## src/rtl/edge_event_pkg.sv

```systemverilog
// edge_event_pkg: shared mode encodings for the edge event encoder.
// Each channel has a 2-bit field that selects which edges it reports.
package edge_event_pkg;

    typedef logic [1:0] edge_mode_t;

    localparam edge_mode_t EM_OFF  = 2'b00;
    localparam edge_mode_t EM_RISE = 2'b01;
    localparam edge_mode_t EM_FALL = 2'b10;
    localparam edge_mode_t EM_BOTH = 2'b11;

endpackage

```

## src/rtl/edge_arbiter.sv

```systemverilog
// edge_arbiter: combinational pending-vector arbiter.
// Rotates to the search start, finds the lowest set bit, then un-rotates.
module edge_arbiter
    import edge_event_pkg::*;
#(
    parameter int N_CH   = 9,
    parameter int IDX_W  = $clog2(N_CH),
    parameter bit ARB_RR = 1'b0
) (
    input  logic [N_CH-1:0]  pending,
    input  logic [IDX_W-1:0] rr_ptr,
    output logic             grant_valid,
    output logic [IDX_W-1:0] grant_idx
);

    logic [IDX_W-1:0] start;
    logic [N_CH-1:0]  rot;
    logic [IDX_W-1:0] sel;
    logic [IDX_W:0]   sum;

    // Search starts just after the last grant in round-robin, else at 0.
    always_comb begin
        start = '0;
        if (ARB_RR && (rr_ptr != IDX_W'(N_CH - 1))) begin
            start = rr_ptr + IDX_W'(1);
        end
    end

    // Rotate, pick the lowest set bit, map back to a channel index.
    always_comb begin
        rot         = N_CH'({pending, pending} >> start);
        grant_valid = 1'b0;
        sel         = '0;
        for (int j = N_CH - 1; j >= 0; j--) begin
            if (rot[j]) begin
                grant_valid = 1'b1;
                sel         = IDX_W'(j);
            end
        end
        sum = {1'b0, sel} + {1'b0, start};
        if (sum >= (IDX_W + 1)'(N_CH)) begin
            sum = sum - (IDX_W + 1)'(N_CH);
        end
        grant_idx = sum[IDX_W-1:0];
    end

endmodule

```

## src/rtl/edge_event_encoder.sv

```systemverilog
// edge_event_encoder: per-channel edge detector with sticky pending bits.
// Events leave one at a time as a channel index over valid/ready.
module edge_event_encoder
    import edge_event_pkg::*;
#(
    parameter int N_CH        = 9,
    parameter int IDX_W       = $clog2(N_CH),
    parameter int SYNC_STAGES = 2,
    parameter int ARB_RR      = 0
) (
    input  logic              clk,
    input  logic              reset,
    input  logic [N_CH-1:0]   in_signals,
    input  logic [2*N_CH-1:0] edge_mode,
    output logic              event_valid,
    output logic [IDX_W-1:0]  event_num,
    input  logic              event_ready,
    output logic [N_CH-1:0]   pending,
    output logic [N_CH-1:0]   overrun,
    input  logic [N_CH-1:0]   overrun_clr
);

    logic [N_CH-1:0]  s;
    logic [N_CH-1:0]  p;
    logic             armed;
    logic [N_CH-1:0]  det;
    logic             grant_valid;
    logic [IDX_W-1:0] grant_idx;
    logic [IDX_W-1:0] rr_ptr;
    logic             take;
    logic [N_CH-1:0]  clr_vec;

    if (SYNC_STAGES == 0) begin : g_nosync
        assign s = in_signals;
    end else begin : g_sync
        logic [N_CH-1:0] q [SYNC_STAGES];

        // Shift raw inputs through the synchroniser chain.
        always_ff @(posedge clk or negedge reset) begin
            if (!reset) begin
                for (int k = 0; k < SYNC_STAGES; k++) q[k] <= '0;
            end else begin
                q[0] <= in_signals;
                for (int k = 1; k < SYNC_STAGES; k++) q[k] <= q[k-1];
            end
        end

        assign s = q[SYNC_STAGES-1];
    end

    for (genvar i = 0; i < N_CH; i++) begin : g_det
        edge_mode_t m;
        logic       rise_en;
        logic       fall_en;
        assign m       = edge_mode[2*i+1:2*i];
        assign rise_en = (m == EM_RISE) || (m == EM_BOTH);
        assign fall_en = (m == EM_FALL) || (m == EM_BOTH);
        assign det[i]  = armed & ((rise_en & s[i] & ~p[i]) |
                                  (fall_en & ~s[i] & p[i]));
    end

    edge_arbiter #(
        .N_CH   (N_CH),
        .IDX_W  (IDX_W),
        .ARB_RR (ARB_RR != 0)
    ) u_arb (
        .pending     (pending),
        .rr_ptr      (rr_ptr),
        .grant_valid (grant_valid),
        .grant_idx   (grant_idx)
    );

    // Grant when the output slot is free or draining this cycle.
    always_comb begin
        take    = (~event_valid | event_ready) & grant_valid;
        clr_vec = '0;
        if (take) clr_vec[grant_idx] = 1'b1;
    end

    // Previous sample; first clock after reset only primes it.
    always_ff @(posedge clk or negedge reset) begin
        if (!reset) begin
            p     <= '0;
            armed <= 1'b0;
        end else begin
            p     <= s;
            armed <= 1'b1;
        end
    end

    // Sticky pending and overrun; a new edge beats grant and clear.
    always_ff @(posedge clk or negedge reset) begin
        if (!reset) begin
            pending <= '0;
            overrun <= '0;
        end else begin
            pending <= (pending & ~clr_vec) | det;
            overrun <= (overrun & ~overrun_clr) |
                       (det & pending & ~clr_vec);
        end
    end

    // Output register and round-robin pointer.
    always_ff @(posedge clk or negedge reset) begin
        if (!reset) begin
            event_valid <= 1'b0;
            event_num   <= '0;
            rr_ptr      <= '0;
        end else if (take) begin
            event_valid <= 1'b1;
            event_num   <= grant_idx;
            rr_ptr      <= grant_idx;
        end else if (event_ready) begin
            event_valid <= 1'b0;
        end
    end

endmodule

```

## config.mk

```make
export PLATFORM = sky130hd
export DESIGN_NAME = edge_event_encoder
export DESIGN_NICKNAME = d
export VERILOG_FILES = /design/src/rtl/edge_event_pkg.sv /design/src/rtl/edge_arbiter.sv /design/src/rtl/edge_event_encoder.sv
export SDC_FILE = /design/constraint.sdc
export NUM_CORES = 1
export LEC_CHECK = 0
export ABC_CLOCK_PERIOD_IN_PS = 1900
export CAP_MARGIN = 20
export CORE_ASPECT_RATIO = 2
export CORE_MARGIN = 2
export CORE_UTILIZATION = 41
export CTS_CLUSTER_DIAMETER = 50
export DETAILED_ROUTE_END_ITERATION = 16
export PLACE_DENSITY_LB_ADDON = 0.3
export SETUP_SLACK_MARGIN = 0.1
export SLEW_MARGIN = 20
export SYNTH_ARGS = -nofsm -noshare
export SYNTH_HDL_FRONTEND = slang
export SYNTH_SLANG_ARGS = --single-unit
```

## constraint.sdc

```tcl
create_clock -name clk -period 1.9 [get_ports clk]
set_input_delay 0.38 -clock clk [delete_from_list [all_inputs] [get_ports clk]]
set_output_delay 0.38 -clock clk [all_outputs]
set_load 0.02 [all_outputs]
```

After elaboration in Yosys (flattened, before gate mapping)

Cells that the tools add are included.

Register bits: 51
Bits of input ports: 39
Output and inout bits: 23
Word-level logic and storage cells: 166

Add/subtract/negate cells: 1
$lt $le $gt $ge: 3
Equality and inequality tests: 27
Mux-type cells: 24
Bitwise operators: 83
Reduce and logical (&&, ||, !) cells: 20

Operator list:

| kind                  | number |
|---|---|
| $and A1 B1 Y1         | 46 |
| $mux W4               | 10 |
| $and A9 B9 Y9         | 4 |
| $eq A2 B2 Y1 const B  | 18 |
| $not A1 Y1            | 19 |
| $eq A2 B1 Y1 const B  | 9 |
| $logic_or A1 B1 Y1    | 18 |
| $not A9 Y9            | 2 |
| $or A9 B9 Y9          | 2 |
| $mux W1               | 12 |
| $or A1 B1 Y1          | 10 |
| $mux W9               | 1 |
| $lt A4 B5 Y1 const B  | 1 |
| $demux W1 S4          | 1 |
| $ge A4 B1 Y1 const B  | 1 |
| $ge A4 B4 Y1 const B  | 1 |
| $sub A4 B4 Y4 const B | 1 |
| $reduce_bool A2 Y1    | 1 |
| $logic_and A1 B1 Y1   | 1 |

Longest topological paths before layout

Gate-level depths: netlist (run 1).

Depth in word-level cells: 19
Depth in mapped cells: 10
Mapped depth without buffers: 10

Hierarchy

A second synthesis (run 1) with hierarchy kept.

Cells, all modules: 155
Area total of the unflattened synthesis: 2,053.2 um^2

Modules (own cells, without submodules):

| module             | times used | cells each | area an instance (um^2) | sequential area each (um^2) |
|---|---|---|---|---|
| edge_event_encoder | 1          | 132        | 1,879.3                 | 1,276.2 |
| edge_arbiter       | 1          | 23         | 173.9                   | 0.0 |

Worst setup path after synthesis (run 1)

No wires, ideal clock.

Kind: reg2reg
Start: register pending[7]
End: register overrun[2]
Library setup time: 131 ps
Data arrival time: 2,093 ps
Required time: 1,769 ps
Slack: -324 ps
Stages on the path, launching flop included: 11
Path buffers: 0
Clock period less this slack: 2,224 ps
Cells stage by stage: dfrtp_1 -> nor2b_1 -> o21ai_0 -> nand2_1 -> inv_1 -> ha_1 -> inv_1 -> o2111ai_2 -> nand4_1 -> o21ai_0 -> o22ai_1

Longest elaborated chain between the ends: 18
Elaborated cells on any way between the ends: 29
Those cells by class: add/sub: 1; order compare: 3; mux: 20; bitwise: 4; reduce/logical: 1

RTL lines:

| what                                                                      | RTL line                               | RTL |
|---|---|---|
| from (decl)                                                               | edge_event_encoder.sv:18               | `output logic [N_CH-1:0] pending,` |
| from (signal assigned)                                                    | edge_event_encoder.sv:97               | `pending <= (pending & ~clr_vec) \| det;` |
| $mux W4 (8 in a row)                                                      | edge_arbiter.sv:35                     | `if (rot[j]) begin` |
| $sub A4 B4 Y4 / $ge A4 B4 Y1 (equally long branches)                      | edge_arbiter.sv:42, edge_arbiter.sv:41 |  |
| $mux W4                                                                   | edge_arbiter.sv:41                     | `if (sum >= (IDX_W + 1)'(N_CH)) begin` |
| $lt A4 B5 Y1 (not written as such) / $ge A4 B1 Y1 (equally long branches) | edge_event_encoder.sv:77               | `if (take) clr_vec[grant_idx] = 1'b1;` |
| $logic_and A1 B1 Y1 (not written as such)                                 | edge_event_encoder.sv:77               |  |
| $mux W1 (not written as such)                                             | edge_event_encoder.sv:77               |  |
| $demux W1 S4                                                              | edge_event_encoder.sv:77               |  |
| $mux W9 (*)                                                               | edge_event_encoder.sv:77               |  |
| $not A9 Y9 (*)                                                            | edge_event_encoder.sv:99               | `(det & pending & ~clr_vec);` |
| $and A9 B9 Y9 (*)                                                         | edge_event_encoder.sv:99               |  |
| $or A9 B9 Y9 (*)                                                          | edge_event_encoder.sv:98               | `overrun <= (overrun & ~overrun_clr) \|` |
| to (signal assigned)                                                      | edge_event_encoder.sv:98               |  |
| to (decl)                                                                 | edge_event_encoder.sv:19               | `output logic [N_CH-1:0] overrun,` |

Mark *: on every way between the ends. The rest lies on a longest branch, timed or not.
A chain may end at the register's enable or synchronous reset.

Worst setup path in the final report (run 1)

Start: register pending[3]
End: register pending[0]

Longest elaborated chain between the ends: 14
Elaborated cells on any way between the ends: 21
Those cells by class: add/sub: 1; order compare: 3; mux: 12; bitwise: 4; reduce/logical: 1

RTL lines:

| what                                                                      | RTL line |
|---|---|
| $mux W4 (4 in a row)                                                      | edge_arbiter.sv:35 |
| $sub A4 B4 Y4 / $ge A4 B4 Y1 (equally long branches)                      | edge_arbiter.sv:42, edge_arbiter.sv:41 |
| $mux W4                                                                   | edge_arbiter.sv:41 |
| $lt A4 B5 Y1 (not written as such) / $ge A4 B1 Y1 (equally long branches) | edge_event_encoder.sv:77 |
| $logic_and A1 B1 Y1 (not written as such)                                 | edge_event_encoder.sv:77 |
| $mux W1 (not written as such)                                             | edge_event_encoder.sv:77 |
| $demux W1 S4                                                              | edge_event_encoder.sv:77 |
| $mux W9 (*)                                                               | edge_event_encoder.sv:77 |
| $not A9 Y9 (*)                                                            | edge_event_encoder.sv:97 |
| $and A9 B9 Y9 (*)                                                         | edge_event_encoder.sv:97 |
| $or A9 B9 Y9 (*)                                                          | edge_event_encoder.sv:97 |

Marks and branches as above.

==> summary.md, run 1 <==
| Metric | Value |
|---|---|
| Worst Path Arrival | `2350 ps` |
| PD cells | `roughly 1200 nW/um^2` |
| HP Class | `input port to async pin` |
| Synth area leaders | `dfrtp_1 65%, nand2_1 5.5%, nand3b_1 3.4%` |
| Reg2Reg Setup Slack | `-250 ps` |
| Max stage delay on crit path | `about 430 ps` |
| Syn. warnings | `0` |
| Final Non-Filler Cells | `around 330` |
| Area Growth Syn to Fin | `56.8%` |
| Port bufs | `61` |
| Yosys top cell area share | `0.650` |
| Worst reg-to-reg path cell count | `10` |
| Total Nets Final | `approximately 310` |
| Clock Pin Slew Worst Setup and Hold Paths | `around 90 ps` |
| Syn nets | `around 210` |
| Reg2reg start | `pending[3]` |
| Final min period | `about 2100 ps` |
| Drt drc | `0` |
| Total grt overflow | `0` |
| Crit Path Max Fanout | `5` |
| Static leakage | `approximately 1.3 nW` |
| Detailed Route Iter0 Violations | `18` |
| Failing checks | `negative setup slack` |
| Family with the most delay on the worst path | `compound AO/OA/AOI/OAI gates` |
| Sequential area share after synthesis | `0.650` |
| Vias in the first global route | `around 1700` |
| Final Util | `0.670` |
| CTS Buffer Depth | `2` |
| CP Cell Sequence | `nor2b_1 -> o21bai_1 -> nand2_2 -> inv_2 -> ha_4 -> inv_2 -> o2111ai_4 -> nand4_1 -> buf_4 -> a21o_1` |
| CTS buffer count | `5` |
| Chip Height | `around 100 microns` |
| Filler Cells Inserted | `around 380` |
| Slew Limit Fails | `0` |
| CP bufs+invs | `3` |
| Min setup slack post-route | `-247 ps` |
| Fin crit share | `1.13` |
| Worst setup SP type | `flop` |
| Crit path kind | `flop to flop` |
| Layout cell share with drive strength beyond 1 | `0.256` |
| Initial antenna violation count | `0` |
| Vias per cell | `roughly 5` |
| Final HPWL DP | `approximately 3.5 mm` |
| Post-Place Cells | `314` |
| Post-synthesis average cell area | `~11 sq um` |
| Syn Inst Count | `between 150 and 200` |
| Initial Util | `0.427` |
| Clock skew | `~9.9 ps` |
| CORE AREA | `approximately 4600 sq um` |
| Mapped Area | `1960 sq um` |
| Max-cap violations | `0` |
| Pin count of the biggest net entering global routing | `28` |
| FF-to-FF End | `pending[0]` |
| Core Rows | `35` |
| RSZ-0062 raised after global routing | `true` |
| Cts hold-fix bufs | `0` |
| TritonCTS clock tree | `built` |
| Die ar. | `roughly 5400 sq um` |
| Drt pass-1 iters | `4` |
| FF+latch count, synth | `roughly 50` |
| Final wirelength | `4.59 mm` |
| Slowest CP cell | `dfrtp_2` |
| Worst vdd rail ir drop | `between 0.7 and 0.8 mV` |
| Wire length per cell | `14.0 microns` |
| Crit. End Element | `flop` |
| Via Count | `between 1500 and 2000` |
| Root buffer cell | `clkbuf_8` |
| Fmax | `around 470 MHz` |
| Pre-CTS WS | `-251 ps` |
| Routability cong. | `a little over 0.9` |
| Io pins | `62` |
| CTS H-tree lvls | `2` |
| Crit path top cell by count | `inv_2` |
| Tot GR Track Use | `0.187` |
| First-pass GRT wire length | `roughly 7.4 mm` |
| CTS Sinks | `51` |
| Largest area contributor in the netlist | `dfrtp_1` |
| Clock latency on the worst-skew pair | `about 300 ps` |
| Final ANT Viol Nets | `0` |
| Die X | `about 53 microns` |
| ANT cells | `0` |
| Status | `finished, violations left` |
| Final number of hold-violating endpoints | `0` |
| Netlist cell types | `34` |
| Worst path required time | `between 2000 and 2500 ps` |
| Final setup viols | `15` |
## registers in the layout, summed over array words and instances (netlist names)
| name | cells |
|---|---|
| armed | 1 |
| event_num | 4 |
| event_valid | 1 |
| g_sync.q | 9 |
| overrun | 9 |
| p | 9 |
| pending | 9 |
| s | 9 |
## what timing repair did
action,CTS,global route
endpoints found under the setup margin,24,21
cloned,0,0
pin swaps,10,15
buffers inserted,4,3
hold endpoints to repair,0,0
resized for setup,17,8
## cells by family after synthesis
group	Yosys count	synth area share
buffers and inverters	16	0.0306
adder cells (fa/ha/maj)	2	0.0127
flip-flops	51	0.650
AND/OR/NAND/NOR	60	0.162
AO/OA/AOI/OAI	43	0.143
other	1	0.00191
## cells in the mapped netlist (all sizes together)
master   instances
or3              1
o22a             1
o21ai           15
and3             1
o31a             1
o21bai           1
nor3b            1
o22ai            8
nand3            1
and2             2
nor4             2
nor3             1
clkbuf           1
nor2             6
a21oi            4
ha               2
a2bb2oi          1
nand2           29
a311o            1
nor2b            3
nand3b           9
a31oi            2
nand4            3
inv             15
o21a             1
nand2b           1
o2111ai          1
dfrtp           51
o31ai            5
conb             1
a21o             2
## power breakdown
group | leakage, nW | internal [mW] | switching (mW)
registers | 0.593 | 1.25 | 0.131
clock network | 0.0470 | 0.286 | 0.334
logic | 0.678 | 0.907 | 0.900
total | 1.32 | 2.44 | 1.36
## placed cells by master, fill, tap and decap left out, types with 2 or more instances in the layout
cell and count:
nor2_2 2, dfrtp_1 45, a31oi_1 2, inv_2 3, dfrtp_2 6, o21ai_1 3, nand2_1 28, clkdlybuf4s50_1 51
nand4_1 3, a21oi_1 4, inv_1 12, ha_4 2, o31ai_2 3, o21ai_0 9, a21o_1 2, o22ai_1 8
o21ai_2 3, nor2b_1 2, nor2_1 4, buf_4 33, dlygate4sd2_1 8, and2_1 2, nand3b_1 9, clkbuf_8 6
## per-layer routing
layer / part of all wire / track usage / routed length [microns]
met5: 0 / 0 / 0
met4: 0.025 / 0.0907 / 115
met3: 0.040 / 0.0322 / 185
met2: 0.57 / 0.343 / 2620
met1: 0.36 / 0.198 / 1670
## worst max-delay path by stage
stage                          start         end  slack (ps)  depth (start not counted)
final                     pending[3]  pending[0]        -250                         10
after global routing      pending[3]  pending[0]        -360                         10
after CTS                 pending[5]  pending[0]        -160                          8
after detailed placement  pending[3]  overrun[3]        -250                         11
after global placement    pending[3]  overrun[3]        -190                         11
after floorplan           pending[3]  overrun[8]        -170                         10
## per-stage QoR
| step | hold slack (ps) | TNS [ps] | total power, mW | cell area, sq um |
|---|---|---|---|---|
| after global routing | 77.8 | -4470 | 4.03 | 3080 |
| after detailed placement | 337 | -2360 | 2.95 | 2870 |
| final | 53.9 | -2790 | 3.81 | 3080 |
| after CTS | 59.2 | -1710 | 3.69 | 3020 |
| after global placement | 333 | -1490 | 2.91 | 2870 |
| after floorplan | 84.4 | -1170 | 2.10 | 2000 |
## layout make-up
class | instances | area (sq um) | area share
Multi-Input combinational cell | 106 | 737 | 0.239
Tap cell | 55 | 68.8 | 0.0223
Sequential cell | 51 | 1280 | 0.417
Clock buffer | 6 | 82.6 | 0.0268
Inverter | 15 | 56.3 | 0.0183
Clock inverter | 1 | 5.00 | 0.00163
Timing Repair Buffer | 94 | 846 | 0.275
Power figures use the tool's default switching activity.
==> run 2, diff against run 1 <==
- CAP_MARGIN: 20 -> 30
==> results of run 2 <==
The final DEF is identical to that of run 1; final timing and power are the same.
==> edit, RTL diff (config.mk and constraints of run 2) <==
Change the parameter `SYNC_STAGES` from 2 to 1.
--- a/src/rtl/edge_event_encoder.sv
+++ b/src/rtl/edge_event_encoder.sv
@@ -6,5 +6,5 @@
     parameter int N_CH        = 9,
     parameter int IDX_W       = $clog2(N_CH),
-    parameter int SYNC_STAGES = 2,
+    parameter int SYNC_STAGES = 1,
     parameter int ARB_RR      = 0
 ) (
Check against the original RTL: not equivalent (a bounded check fails within 4 cycles, from zero or initial values and one cycle with reset low).
==> edit against run 2 <==
The run still ends with setup timing left; sequential power decreased by 14%; via count fell by 7.6%; sequential cell count is 9 lower; power fell by 8.9%; clock skew fell by 0.0070 ns; critical path depth stayed put; design area down 7.4%; routed wire length fell by 10%; synthesized area is 11% lower; largest cell class unchanged; non-clock buffer count down 3; cell count fell by 4.3%; worst setup slack improved by 0.067 ns.
==> edit: results (changes against run 2) <==
status -> complete, but fails checks (unchanged)
failing checks -> setup timing (unchanged)
largest net degree at the start of global routing -> 25 (was 28)
Leak -> 1.21 nW (was 1.32 nW)
number of global-route vias before repair -> 1575 (was 1692)
CP max-delay cell -> dfrtp_2 (unchanged)
PnR worst setup slack -> -0.180 ns (was -0.247 ns)
Post-synth top cells -> dfrtp_1, nand2_1, inv_1 (unchanged)
clock root buffer -> clkbuf_8 (unchanged)
CP max FO -> 5 (unchanged)
clock buffer depth -> 2 (unchanged)
# diodes -> 0 (unchanged)
placer congestion estimate -> 0.853 (was 0.928)
# setup viols final -> 15 (unchanged)
routed wire length -> 4130 um (was 4590 um)
register area share after synthesis -> 60.4% (was 65.0%)
Synth Area in Compound Gates -> 16.1% (was 14.3%)
Total Routing Usage GR -> 19.7% (was 18.7%)
ys flop type -> dfrtp_1 (unchanged)
Worst Path Arrival -> 2.27 ns (was 2.35 ns)
DRT iter0 DRCs -> 15 (was 18)
hpwl dp -> 3420 um (was 3470 um)
largest family of logic cells by synthesized area -> simple AND/OR/NAND/NOR gates (unchanged)
pre-CTS WS -> -0.247 ns (was -0.251 ns)
Cell variety after synth -> 34 (unchanged)
vias per std cell -> 4.92 (was 5.10)
Hold Path Class -> input pin to async pin (unchanged)
first-pass GRT wire length -> 7110 um (was 7380 um)
nets -> 302 (was 314)
post-synthesis mux area share -> 0% (unchanged)
adder-cell share of the synthesized area -> 1.44% (was 1.27%)
Final Skew -> 0.00293 ns (was 0.00994 ns)
slowest stage delay, CP -> 0.44 ns
Fill cells -> 301 (was 379)
fraction of registers with async set/reset -> 100% (unchanged)
antenna violations before repair -> 0 (unchanged)
later-pin clock latency in the skew report -> 0.29 ns
share of cells above drive strength 1 -> 26.3% (was 25.6%)
maximum VDD drop -> 681 uV (was 710 uV)
Synthesized Nets -> 205 (was 214)
Synth area leaders -> dfrtp_1, nand2_1, nand3b_1, o21ai_0, inv_1 (unchanged)
Pre-antenna DRT Iters -> 4 (unchanged)
## edit: cell types whose count changed after synthesis
cell / run 2 / this run
dfrtp_1: 51 / 42
## edit: logic make-up (layout without fill, tap and decap cells)
| logic type | count (synthesis) | in the layout |
|---|---|---|
| AO/OA/AOI/OAI | 43 | 43 |
| adder cells (fa/ha/maj) | 2 | 2 |
| buffers and inverters | 16 | 114 |
| flip-flops | 42 | 42 |
| other | 1 | 1 |
| AND/OR/NAND/NOR | 60 | 60 |
## edit: cell type report
cell class,instances,area (um^2),area share [%]
sequential,42,1060,37.1
timing repair buffer,91,848,29.7
multi-input combinational,106,724,25.4
clock buffer,6,82.6,2.89
tap,52,65.1,2.28
inverter,15,56.3,1.97
clock inverter,2,16.3,0.570
## edit: path summary, 6_finish.rpt
path | startpoint | end | slack, ns | cells past startpoint
worst max-delay path | pending[3] | pending[0] | -0.18 | 10
worst min-delay path | reset | overrun[6] | 0.02 | 1
worst max register to register | pending[3] | pending[0] | -0.18 | 10
worst min register to register | g_sync.q[8] | p[8] | 0.40 | 0
max in group asynchronous | reset | pending[4] | 1.39 | 2
min in group clk | g_sync.q[8] | p[8] | 0.40 | 0
## edit: through the flow
stage | std cells | TNS (ns) | cell area (um^2) | utilization [%] | power (mW)
detailed placement | 305 | -2.44 | 2670 | 65.4 | 2.80
floorplan | 164 | -1.17 | 1780 | - | 1.90
global placement | 305 | -2.34 | 2670 | 65.4 | 2.80
finish | 314 | -1.90 | 2850 | 69.8 | 3.47
global route | 314 | -3.93 | 2850 | 69.8 | 3.71
CTS | 313 | -1.85 | 2790 | 68.3 | 3.43
## edit: routing by layer
| layer | part of all wire [%] | routed length [um] | up-vias | track usage, % |
|---|---|---|---|---|
| met5 | 0 | 0 | - | 0 |
| met4 | 1.6 | 65 | 0 | 7.87 |
| met3 | 3.1 | 130 | 6 | 2.95 |
| met2 | 60 | 2460 | 41 | 37.2 |
| met1 | 36 | 1470 | 735 | 21.4 |
| li1 | - | - | 764 | - |
## edit: timing repair
action,CTS,global route
gates resized for setup,10,14
setup endpoints to repair,22,24
gates cloned,0,0
setup buffers,0,1
hold endpoints to repair,0,0
pin swaps,3,11
## edit: power by group
part	internal, mW	switching (mW)	leakage [nW]
Clock	0.299	0.310	0.0478
Combinational	0.849	0.837	0.679
Sequential	1.05	0.126	0.488
